### src/rtl/iir_wb_master_if.sv
// Wishbone classic bundle between the IIR block master and the slave filter register block.
interface iir_wb_master_if;
    logic [31:0] wbm_adr_o;
    logic [31:0] wbm_dat_o;
    logic [3:0]  wbm_sel_o;
    logic        wbm_we_o;
    logic        wbm_cyc_o;
    logic        wbm_stb_o;
    logic [31:0] wbm_dat_i;
    logic        wbm_ack_i;
    logic        wbm_err_i;

    modport master (
        output wbm_adr_o, wbm_dat_o, wbm_sel_o, wbm_we_o, wbm_cyc_o, wbm_stb_o,
        input  wbm_dat_i, wbm_ack_i, wbm_err_i
    );

    modport slave (
        input  wbm_adr_o, wbm_dat_o, wbm_sel_o, wbm_we_o, wbm_cyc_o, wbm_stb_o,
        output wbm_dat_i, wbm_ack_i, wbm_err_i
    );
endinterface

### src/rtl/iir_wb_master.sv
// Wishbone master that streams a block of samples into the slave IIR filter,
// kicks a run, polls data_valid and copies the filtered block into a local result buffer.
//
// state           | meaning
// IDLE            | waiting for start_i, host owns the input buffer
// LD_ADDR..LD_W0  | write index, sample, dataW=1, dataW=0 for sample i
// NXT1/NXT0       | pulse the slave "next" bit to start a filter run
// POLL            | read data_valid until set or poll budget spent
// RD_ADDR/RD_DATA | select result i, read it back into the result buffer
// DONE / ERR      | one-cycle exit states back to IDLE
module iir_wb_master #(
    parameter logic [31:0] BASE_ADDR  = 32'h0000_0000,
    parameter int          N_SAMPLES  = 32,
    parameter int          POLL_LIMIT = 1024
) (
    input  logic            wb_clk_i,
    input  logic            wb_rst_i,
    iir_wb_master_if.master wbm,
    input  logic            start_i,
    output logic            busy_o,
    output logic            done_o,
    output logic            error_o,
    input  logic            in_we_i,
    input  logic [4:0]      in_addr_i,
    input  logic [31:0]     in_data_i,
    input  logic [4:0]      out_addr_i,
    output logic [31:0]     out_data_o
);
    localparam int              PW        = $clog2(POLL_LIMIT + 1);
    localparam logic [4:0]      LAST_IDX  = 5'(N_SAMPLES - 1);
    localparam logic [PW-1:0]   LAST_POLL = PW'(POLL_LIMIT - 1);
    localparam logic [31:0]     OFS_NEXT  = 32'h00;
    localparam logic [31:0]     OFS_DATAW = 32'h04;
    localparam logic [31:0]     OFS_WADDR = 32'h08;
    localparam logic [31:0]     OFS_WIN   = 32'h0C;
    localparam logic [31:0]     OFS_RADDR = 32'h10;
    localparam logic [31:0]     OFS_VALID = 32'h10;
    localparam logic [31:0]     OFS_ROUT  = 32'h1C;

    typedef enum logic [3:0] {
        IDLE, LD_ADDR, LD_DATA, LD_W1, LD_W0, NXT1, NXT0,
        POLL, RD_ADDR, RD_DATA, DONE, ERR
    } state_t;

    state_t        state_q, state_d;
    logic [4:0]    idx_q, idx_d;
    logic [PW-1:0] poll_q, poll_d;
    logic          cyc_q, cyc_d;
    logic          we_q, we_d;
    logic          err_q, err_d;
    logic [31:0]   adr_q, adr_d;
    logic [31:0]   dat_q, dat_d;

    logic          bus_state;
    logic          req_we;
    logic [31:0]   req_ofs;
    logic [31:0]   req_dat;
    logic          xfer_end;
    logic          xfer_ok;
    logic          res_we;

    logic [31:0]   in_buf  [32];
    logic [31:0]   res_buf [32];

    always_comb begin
        bus_state = 1'b1;
        req_we    = 1'b1;
        req_ofs   = 32'h0;
        req_dat   = 32'h0;
        case (state_q)
            LD_ADDR: begin req_ofs = OFS_WADDR; req_dat = {27'b0, idx_q}; end
            LD_DATA: begin req_ofs = OFS_WIN;   req_dat = in_buf[idx_q];  end
            LD_W1:   begin req_ofs = OFS_DATAW; req_dat = 32'h1;          end
            LD_W0:   begin req_ofs = OFS_DATAW; req_dat = 32'h0;          end
            NXT1:    begin req_ofs = OFS_NEXT;  req_dat = 32'h1;          end
            NXT0:    begin req_ofs = OFS_NEXT;  req_dat = 32'h0;          end
            POLL:    begin req_ofs = OFS_VALID; req_we  = 1'b0;           end
            RD_ADDR: begin req_ofs = OFS_RADDR; req_dat = {27'b0, idx_q}; end
            RD_DATA: begin req_ofs = OFS_ROUT;  req_we  = 1'b0;           end
            default: begin bus_state = 1'b0;    req_we  = 1'b0;           end
        endcase
    end

    // err wins over ack when both are sampled together
    assign xfer_end = cyc_q & (wbm.wbm_ack_i | wbm.wbm_err_i);
    assign xfer_ok  = xfer_end & ~wbm.wbm_err_i;

    always_comb begin
        state_d = state_q;
        idx_d   = idx_q;
        poll_d  = poll_q;
        err_d   = err_q;
        cyc_d   = cyc_q;
        we_d    = we_q;
        adr_d   = adr_q;
        dat_d   = dat_q;
        res_we  = 1'b0;

        if (bus_state && !cyc_q) begin
            cyc_d = 1'b1;
            we_d  = req_we;
            adr_d = BASE_ADDR + req_ofs;
            dat_d = req_dat;
        end
        if (xfer_end) begin
            cyc_d = 1'b0;
            we_d  = 1'b0;
            adr_d = 32'h0;
            dat_d = 32'h0;
        end

        case (state_q)
            IDLE: if (start_i) begin
                state_d = LD_ADDR;
                idx_d   = 5'd0;
                poll_d  = '0;
                err_d   = 1'b0;
            end
            LD_ADDR: if (xfer_ok) state_d = LD_DATA;
            LD_DATA: if (xfer_ok) state_d = LD_W1;
            LD_W1:   if (xfer_ok) state_d = LD_W0;
            LD_W0: if (xfer_ok) begin
                if (idx_q == LAST_IDX) begin
                    state_d = NXT1;
                    idx_d   = 5'd0;
                end else begin
                    state_d = LD_ADDR;
                    idx_d   = idx_q + 5'd1;
                end
            end
            NXT1: if (xfer_ok) state_d = NXT0;
            NXT0: if (xfer_ok) begin
                state_d = POLL;
                poll_d  = '0;
            end
            POLL: if (xfer_ok) begin
                if (wbm.wbm_dat_i[0]) begin
                    state_d = RD_ADDR;
                    idx_d   = 5'd0;
                end else if (poll_q == LAST_POLL) begin
                    state_d = ERR;
                    err_d   = 1'b1;
                end else begin
                    poll_d  = poll_q + 1'b1;
                end
            end
            RD_ADDR: if (xfer_ok) state_d = RD_DATA;
            RD_DATA: if (xfer_ok) begin
                res_we = 1'b1;
                if (idx_q == LAST_IDX) begin
                    state_d = DONE;
                end else begin
                    state_d = RD_ADDR;
                    idx_d   = idx_q + 5'd1;
                end
            end
            DONE:    state_d = IDLE;
            ERR:     state_d = IDLE;
            default: state_d = IDLE;
        endcase

        if (xfer_end && wbm.wbm_err_i) begin
            state_d = ERR;
            err_d   = 1'b1;
        end
    end

    always_ff @(posedge wb_clk_i or posedge wb_rst_i) begin
        if (wb_rst_i) begin
            state_q <= IDLE;
            idx_q   <= 5'd0;
            poll_q  <= '0;
            err_q   <= 1'b0;
            cyc_q   <= 1'b0;
            we_q    <= 1'b0;
            adr_q   <= 32'h0;
            dat_q   <= 32'h0;
        end else begin
            state_q <= state_d;
            idx_q   <= idx_d;
            poll_q  <= poll_d;
            err_q   <= err_d;
            cyc_q   <= cyc_d;
            we_q    <= we_d;
            adr_q   <= adr_d;
            dat_q   <= dat_d;
        end
    end

    // Buffers are deliberately not reset so a reset preserves their contents
    always_ff @(posedge wb_clk_i) begin
        if (in_we_i && !busy_o) in_buf[in_addr_i] <= in_data_i;
        if (res_we)             res_buf[idx_q]    <= wbm.wbm_dat_i;
    end

    assign busy_o        = (state_q != IDLE) && (state_q != DONE) && (state_q != ERR);
    assign done_o        = (state_q == DONE);
    assign error_o       = err_q;
    assign out_data_o    = res_buf[out_addr_i];

    assign wbm.wbm_cyc_o = cyc_q;
    assign wbm.wbm_stb_o = cyc_q;
    assign wbm.wbm_we_o  = we_q;
    assign wbm.wbm_adr_o = adr_q;
    assign wbm.wbm_dat_o = dat_q;
    assign wbm.wbm_sel_o = 4'hF;
endmodule

### src/flat_wrapper.sv
// flat-port wrapper written by rule: the top's interface ports become plain ports
module iir_wb_master_flat 
#(
    parameter logic [31:0] BASE_ADDR  = 32'h0000_0000,
    parameter int          N_SAMPLES  = 32,
    parameter int          POLL_LIMIT = 1024
)
  (wb_clk_i, wb_rst_i, start_i, busy_o, done_o, error_o, in_we_i, in_addr_i, in_data_i, out_addr_i, out_data_o, wbm_wbm_adr_o, wbm_wbm_dat_o, wbm_wbm_sel_o, wbm_wbm_we_o, wbm_wbm_cyc_o, wbm_wbm_stb_o, wbm_wbm_dat_i, wbm_wbm_ack_i, wbm_wbm_err_i);
  iir_wb_master_if wbm_i ();
  input  logic wb_clk_i;
  input  logic wb_rst_i;
  input  logic start_i;
  output logic busy_o;
  output logic done_o;
  output logic error_o;
  input  logic in_we_i;
  input  logic [4:0] in_addr_i;
  input  logic [31:0] in_data_i;
  input  logic [4:0] out_addr_i;
  output logic [31:0] out_data_o;
  output wire logic [$bits(wbm_i.wbm_adr_o)-1:0] wbm_wbm_adr_o;
  output wire logic [$bits(wbm_i.wbm_dat_o)-1:0] wbm_wbm_dat_o;
  output wire logic [$bits(wbm_i.wbm_sel_o)-1:0] wbm_wbm_sel_o;
  output wire logic [$bits(wbm_i.wbm_we_o)-1:0] wbm_wbm_we_o;
  output wire logic [$bits(wbm_i.wbm_cyc_o)-1:0] wbm_wbm_cyc_o;
  output wire logic [$bits(wbm_i.wbm_stb_o)-1:0] wbm_wbm_stb_o;
  input wire logic [$bits(wbm_i.wbm_dat_i)-1:0] wbm_wbm_dat_i;
  input wire logic [$bits(wbm_i.wbm_ack_i)-1:0] wbm_wbm_ack_i;
  input wire logic [$bits(wbm_i.wbm_err_i)-1:0] wbm_wbm_err_i;
  assign wbm_wbm_adr_o = wbm_i.wbm_adr_o;
  assign wbm_wbm_dat_o = wbm_i.wbm_dat_o;
  assign wbm_wbm_sel_o = wbm_i.wbm_sel_o;
  assign wbm_wbm_we_o = wbm_i.wbm_we_o;
  assign wbm_wbm_cyc_o = wbm_i.wbm_cyc_o;
  assign wbm_wbm_stb_o = wbm_i.wbm_stb_o;
  assign wbm_i.wbm_dat_i = wbm_wbm_dat_i;
  assign wbm_i.wbm_ack_i = wbm_wbm_ack_i;
  assign wbm_i.wbm_err_i = wbm_wbm_err_i;
  iir_wb_master #(.BASE_ADDR(BASE_ADDR), .N_SAMPLES(N_SAMPLES), .POLL_LIMIT(POLL_LIMIT)) u_core (.wb_clk_i(wb_clk_i), .wb_rst_i(wb_rst_i), .wbm(wbm_i), .start_i(start_i), .busy_o(busy_o), .done_o(done_o), .error_o(error_o), .in_we_i(in_we_i), .in_addr_i(in_addr_i), .in_data_i(in_data_i), .out_addr_i(out_addr_i), .out_data_o(out_data_o));
endmodule
### config.mk
export PLATFORM = sky130hd
export DESIGN_NAME = iir_wb_master_flat
export DESIGN_NICKNAME = d
export VERILOG_FILES = /design/src/rtl/iir_wb_master_if.sv /design/src/rtl/iir_wb_master.sv /design/src/flat_wrapper.sv
export SDC_FILE = /design/constraint.sdc
export NUM_CORES = 2
export LEC_CHECK = 0
export BUFFER_PORTS_ARGS = -buffer_cell sky130_fd_sc_hd__buf_2
export CAP_MARGIN = 10
export CORE_MARGIN = 5
export CORE_UTILIZATION = 45
export DETAILED_ROUTE_END_ITERATION = 6
export MAX_ROUTING_LAYER = met4
export PLACE_DENSITY_LB_ADDON = 0.08
export SETUP_SLACK_MARGIN = 0.4
export SLEW_MARGIN = 20
export SYNTH_ARGS = -nofsm -noshare
export SYNTH_HDL_FRONTEND = slang
export SYNTH_SLANG_ARGS = --single-unit
### constraint.sdc
create_clock -name wb_clk_i -period 6.2 [get_ports wb_clk_i]
set_clock_uncertainty 0.1 [all_clocks]
set_input_delay 1.24 -clock wb_clk_i [delete_from_list [all_inputs] [get_ports wb_clk_i]]
set_output_delay 1.24 -clock wb_clk_i [all_outputs]
set_load 0.01 [all_outputs]
======== Word level (Yosys, flattened, before mapping) ========
Memory sizes are Yosys's and may differ from the RTL's.
Index checks and enable logic that the tools add are counted.
word-level totals
  register bits after elaboration ......... 87
  memory bits (writable) .................. 2,048
  input bits .............................. 80
  output and inout bits ................... 106
  logic and storage cells ................. 129
  memories kept ........................... 2
memories
  name            depth  bits a word  rd ports  clocked after memory_dff  write ports  RTL line             source
  u_core.in_buf   32     32           1         0                         1            iir_wb_master.sv:62  logic [31:0] in_buf [32];
  u_core.res_buf  32     32           1         0                         1            iir_wb_master.sv:63  logic [31:0] res_buf [32];
operators by class
  add/sub/neg operators ................... 2
  eq/ne operators ......................... 36
  mux-type cells .......................... 54
  bitwise operators ....................... 4
  reduce and logical (&&, ||, !) cells .... 23
operators by type and width
  kind                                             number
  2-to-1 mux 32 bit                                4
  case mux 32 bit (3 select lines)                 1
  2-to-1 mux 11 bit                                5
  2-to-1 mux 4 bit                                 13
  case mux 4 bit (10 select lines)                 1
  2-to-1 mux 5 bit                                 7
  case mux 11 bit (3 select lines)                 1
  != test 3 x 1 -> 1 bit, second input constant    10
  case mux 5 bit (5 select lines)                  1
  case mux 5 bit (4 select lines)                  1
  2-to-1 mux 1 bit                                 17
  == test 4 x 3 -> 1 bit, second input constant    4
  == test 4 bit, second input constant             3
  adder 11 x 1 -> 11 bit, second input constant    1
  == test 11 x 10 -> 1 bit, second input constant  1
  AND reduction 11 bit                             1
  != test 2 bit, second input constant             5
  OR reduction 9 bit                               1
  == test 4 x 2 -> 1 bit, second input constant    2
  != test 2 x 1 -> 1 bit, second input constant    4
  != test 4 bit, second input constant             2
  nonzero test 4 bit                               2
  OR reduction 2 bit                               4
  AND reduction 7 bit                              1
  other kinds (19)                                 27

======== Logic depth before layout (Yosys ltp) ========
  depth in word-level cells ............... 7
  mapped depth ............................ 10

======== Least setup slack after synthesis ========
Ideal clock, no wire load.
  path kind ............................... input to register
  start ................................... input port wbm_wbm_ack_i
  end ..................................... memory u_core.res_buf[12][0] (enable)
  library setup time ...................... 461 ps
  data arrival time ....................... 4,105 ps
  data required time ...................... 5,639 ps
  path slack .............................. 1,534 ps
  stages on the path ...................... 4
  cell sequence ........................... nand2_1 > nor4b_2 > nand2_1 > nor3_1
on the way
  longest elaborated chain between the ends .. 7
ends and longest elaborated chain
  element                                 RTL line              source
  start: declaration                      flat_wrapper.sv:28    input wire logic [$bits(wbm_i.wbm_ack_i)-1:0] wbm_wbm_ack_i;
  bitwise OR 1 bit                        iir_wb_master.sv:85   assign xfer_end = cyc_q & (wbm.wbm_ack_i | wbm.wbm_err_i);
  AND 1 bit                               iir_wb_master.sv:85
  AND 1 bit                               iir_wb_master.sv:86   assign xfer_ok = xfer_end & ~wbm.wbm_err_i;
  2-to-1 mux 1 bit                        iir_wb_master.sv:148  RD_DATA: if (xfer_ok) begin
  2-to-1 mux 1 bit                        iir_wb_master.sv:112  case (state_q)
  2-to-1 mux 1 bit                        iir_wb_master.sv:193  if (res_we) res_buf[idx_q] <= wbm.wbm_dat_i;
  2-to-1 mux 1 bit (implied by the code)  iir_wb_master.sv:193
  end: declaration                        iir_wb_master.sv:63
No other way between the ends.

======== Worst setup path after layout ========
  start ................................... input port out_addr_i[0]
  end ..................................... output port out_data_o[5]
on the way
  longest elaborated chain between the ends .. 1
ends and longest elaborated chain
  element                    RTL line            source
  start: declaration         flat_wrapper.sv:19  input logic [4:0] out_addr_i;
  memory read (32 x 32 bit)  n/a
  end: declaration           flat_wrapper.sv:20  output logic [31:0] out_data_o;
No other way between the ends.

==> results_dict.tcl <==
set metrics [dict create \
    grt_max_degree 122 \
    route.detailed.drc 0 \
    htreeDepth 4 \
    rsz0062_at_grt "no" \
    std_cell_rows 155 \
    clock-sinks 2106 \
    p_comb_share_pct 6.8 \
    track_usage_pct 23.2 \
    synth_area_leaders "edfxtp_1 76%, mux2i_1 7.1%, mux4_2 7.1%" \
    synth-edff-count 2048 \
    placed_cell_area_um2 85400 \
    cp_cell_sequence "buf_8, buf_12, mux4_2, mux2i_1, a22o_1, a21oi_1, buf_2" \
    vdd_drop_max_mv 0.245 \
    cpPeakStageDelay_ns 0.54 \
    cts_resized 0 \
    drv_cap 0 \
    critPathTopFamily "multiplexers" \
    core_area_um2 179000 \
    port_buffers 152 \
    fin_crit_sh_pct 78.5 \
    clk_pin_slew_ns 0.07 \
    power_frac_clock_pct 41.1 \
    num_io_pins 186 \
    die_h_um 434 \
    hold_path_class "primary input to asynchronous set/reset pin" \
    vias_per_cell 5.84 \
    place_congestion 0.757 \
    tightest_slew_ns 1.14 \
    power.internal_mw 23.7 \
    power_switching_mw 6.94 \
    drtIter0Drc 3660 \
    seqPwrFrac_pct 52.1 \
    syn_area_per_cell_um2 20.2 \
    max_slew_margin_pct 24.1 \
    timing.rr.start "u_core.idx_q[1]" \
    maxSlewViolCount 0 \
    drive_above_1_share_pct 21.4 \
    layout_common_cells "2048 x edfxtp_1, 577 x mux2i_1, 256 x o22ai_1, 256 x mux4_2, 215 x clkbuf_16" \
    area_growth_pct 13.9 \
    worst_slack_ns 1.33 \
    synth_top_area_share_pct 75.9 \
    dieArea_um2 189000 \
    synth_cell_type_count 66 \
    cts_setup_buffers 0 \
    ff2ff_path_depth 7 \
    cts_tree "built" \
    hold_buffers 0 \
    cp-end-kind "output port" \
    fin_nets 4374 \
    outcome "completed" \
    clk_path_buf_depth 3 \
    hold_viol 0 \
    dr.pass1.iters 5 \
    synth_top_area_cell "edfxtp_1" \
    yosys_register_bits 2106 \
    final_common_cell "edfxtp_1" \
    root_buffer "clkbuf_16" \
    clock_latency_ns 0.84 \
    setup_violations 0 \
    rrSetupSlack_ns 2.08 \
    r2r-end "u_core.wbm.wbm_dat_o[30]" \
    slowest_stage "mux4_2" \
    fmax_ghz 0.206 \
    antenna_found_initial 12 \
    grt_pass1_vias 40400 \
    start_util_pct 45.3 \
    place_hpwl_um 117000 \
    grt-ovfl-total 0 \
    cts_buffers 213 \
    dieWidth_um 434 \
    power_density_nw_per_um2 332 \
    synth_top_flop_cell "edfxtp_1" \
    syn_inst 4011 \
    finalWirelength_um 213000 \
    fillCellCount 14200 \
    p_leak_nw 28.5 \
    cp_num_buf_inv 3 \
    ant_nets 0 \
    seq_area_frac_synth_pct 77.7 \
    required_ns 4.86 \
    critPathLaunchType "primary input" \
    sw_frac_of_total_pct 22.6 \
    path_max_fanout 39 \
    synthesis.area_um2 81000 \
    synthArstFlopShare_pct 2.75 \
    tns_ns 0 \
    yosys_warnings 0 \
    pre_cts_slack_ns 1.36 \
    arrival_ns 3.53 \
    finalCriticalPeriod_ns 4.87 \
    grt_pass1_wl_um 301000 \
    via_count 39900 \
    worstSetupPathType "primary input to output port" \
    utilization_pct 51.6 \
    final_design_area_no_fill_um2 92300 \
    wire_per_inst_um 31.1 \
]
## stage by stage
stage	instances	power, mW	hold WS (ns)
2_1_floorplan	4042	17.4	0.376
3_3_place_gp	6426	18.4	0.370
3_5_place_dp	6428	18.4	0.373
4_1_cts	6826	31.0	0.303
5_1_grt	6833	31.7	0.326
6_report	6839	30.7	0.330
## synthesized netlist by cell type, drive strengths merged (4+ instances only)
cell type,count
edfxtp,2048
nand3b,4
nand2,60
nand4b,5
mux2i,577
dfrtp,58
nor3,12
and3,6
nor2b,9
o22ai,256
buf,205
nor4,58
nand2b,9
mux4,256
a31oi,4
nor2,82
nand4bb,6
inv,10
o31ai,4
o21ai,26
ha,6
and2,4
nand3,11
a221oi,32
clkbuf,63
or4b,5
a22oi,36
a22o,59
or4,13
or3,7
a21oi,43
## metal layers
layer	track usage, %	vias up	wire [um]
met1	30.3	21300	88800
met2	38.3	1133	107000
li1	-	17200	-
met3	3.77	304	11400
met4	6.03	0	5220
met5	-	-	0
## worst max path at each step
stage	from	to	depth (start not counted)
after detailed placement	out_addr_i[0]	out_data_o[5]	7
after global routing	out_addr_i[0]	out_data_o[5]	7
after global placement	out_addr_i[0]	out_data_o[23]	6
final	out_addr_i[0]	out_data_o[5]	7
after floorplan	wbm_wbm_ack_i	u_core.res_buf[12][0]	4
after CTS	out_addr_i[0]	out_data_o[5]	7
## worst register-to-register path, cell delays in order (launching register included)
cell,delay (ns)
dfrtp_4,1.02
buf_12,0.66
buf_4,0.93
mux2i_1,0.28
o22ai_1,0.10
nor4_1,0.50
nand2_1,0.20
a22o_1,0.22
## flip-flops by register name, indices dropped and copies added, names as in the netlist
| name | cells |
|---|---|
| u_core.idx_q | 5 |
| u_core.poll_q | 11 |
| u_core.wbm.wbm_cyc_o | 1 |
| u_core.wbm.wbm_dat_o | 32 |
| u_core.wbm.wbm_adr_o | 3 |
| u_core.wbm.wbm_we_o | 1 |
| u_core.error_o | 1 |
| u_core.state_q | 4 |
| u_core.res_buf | 1024 |
| u_core.in_buf | 1024 |
## layout make-up
type                       instances  area (um^2)  area share, %
sequential                      2106        63000           68.2
multi-input combinational       1658        17300           18.8
clock buffer                     294         5890           6.38
tap                             2355         2950           3.19
timing repair buffer             299         2110           2.28
clock inverter                   104          985           1.07
inverter                          10         38.8         0.0420
antenna                           13         32.5         0.0353
## cell families (layout without fill, tap and decap cells)
logic type / count (synthesis) / in the layout / share of synthesized area [%]
buffers and inverters: 278 / 707 / 1.86
muxes: 835 / 835 / 14.3
DFF: 2106 / 2106 / 77.7
xor gates and xnor gates: 4 / 4 / 0.0432
other: 2 / 46 / 0.00927
and+or+nand+nor: 302 / 302 / 2.05
adders and majority gates: 6 / 6 / 0.0926
AOI/OAI and AO/OA: 478 / 478 / 4.00
## power groups by stage
stage | sequential (mW) | clock (mW) | combinational (mW)
2_1_floorplan | 16.2 | 0 | 1.26
3_3_place_gp | 16.3 | 0 | 2.11
3_5_place_dp | 16.3 | 0 | 2.11
4_1_cts | 16.0 | 12.9 | 2.12
5_1_grt | 16.0 | 13.5 | 2.23
6_report | 16.0 | 12.6 | 2.09
No activity file was read; power rests on OpenSTA's default activity.
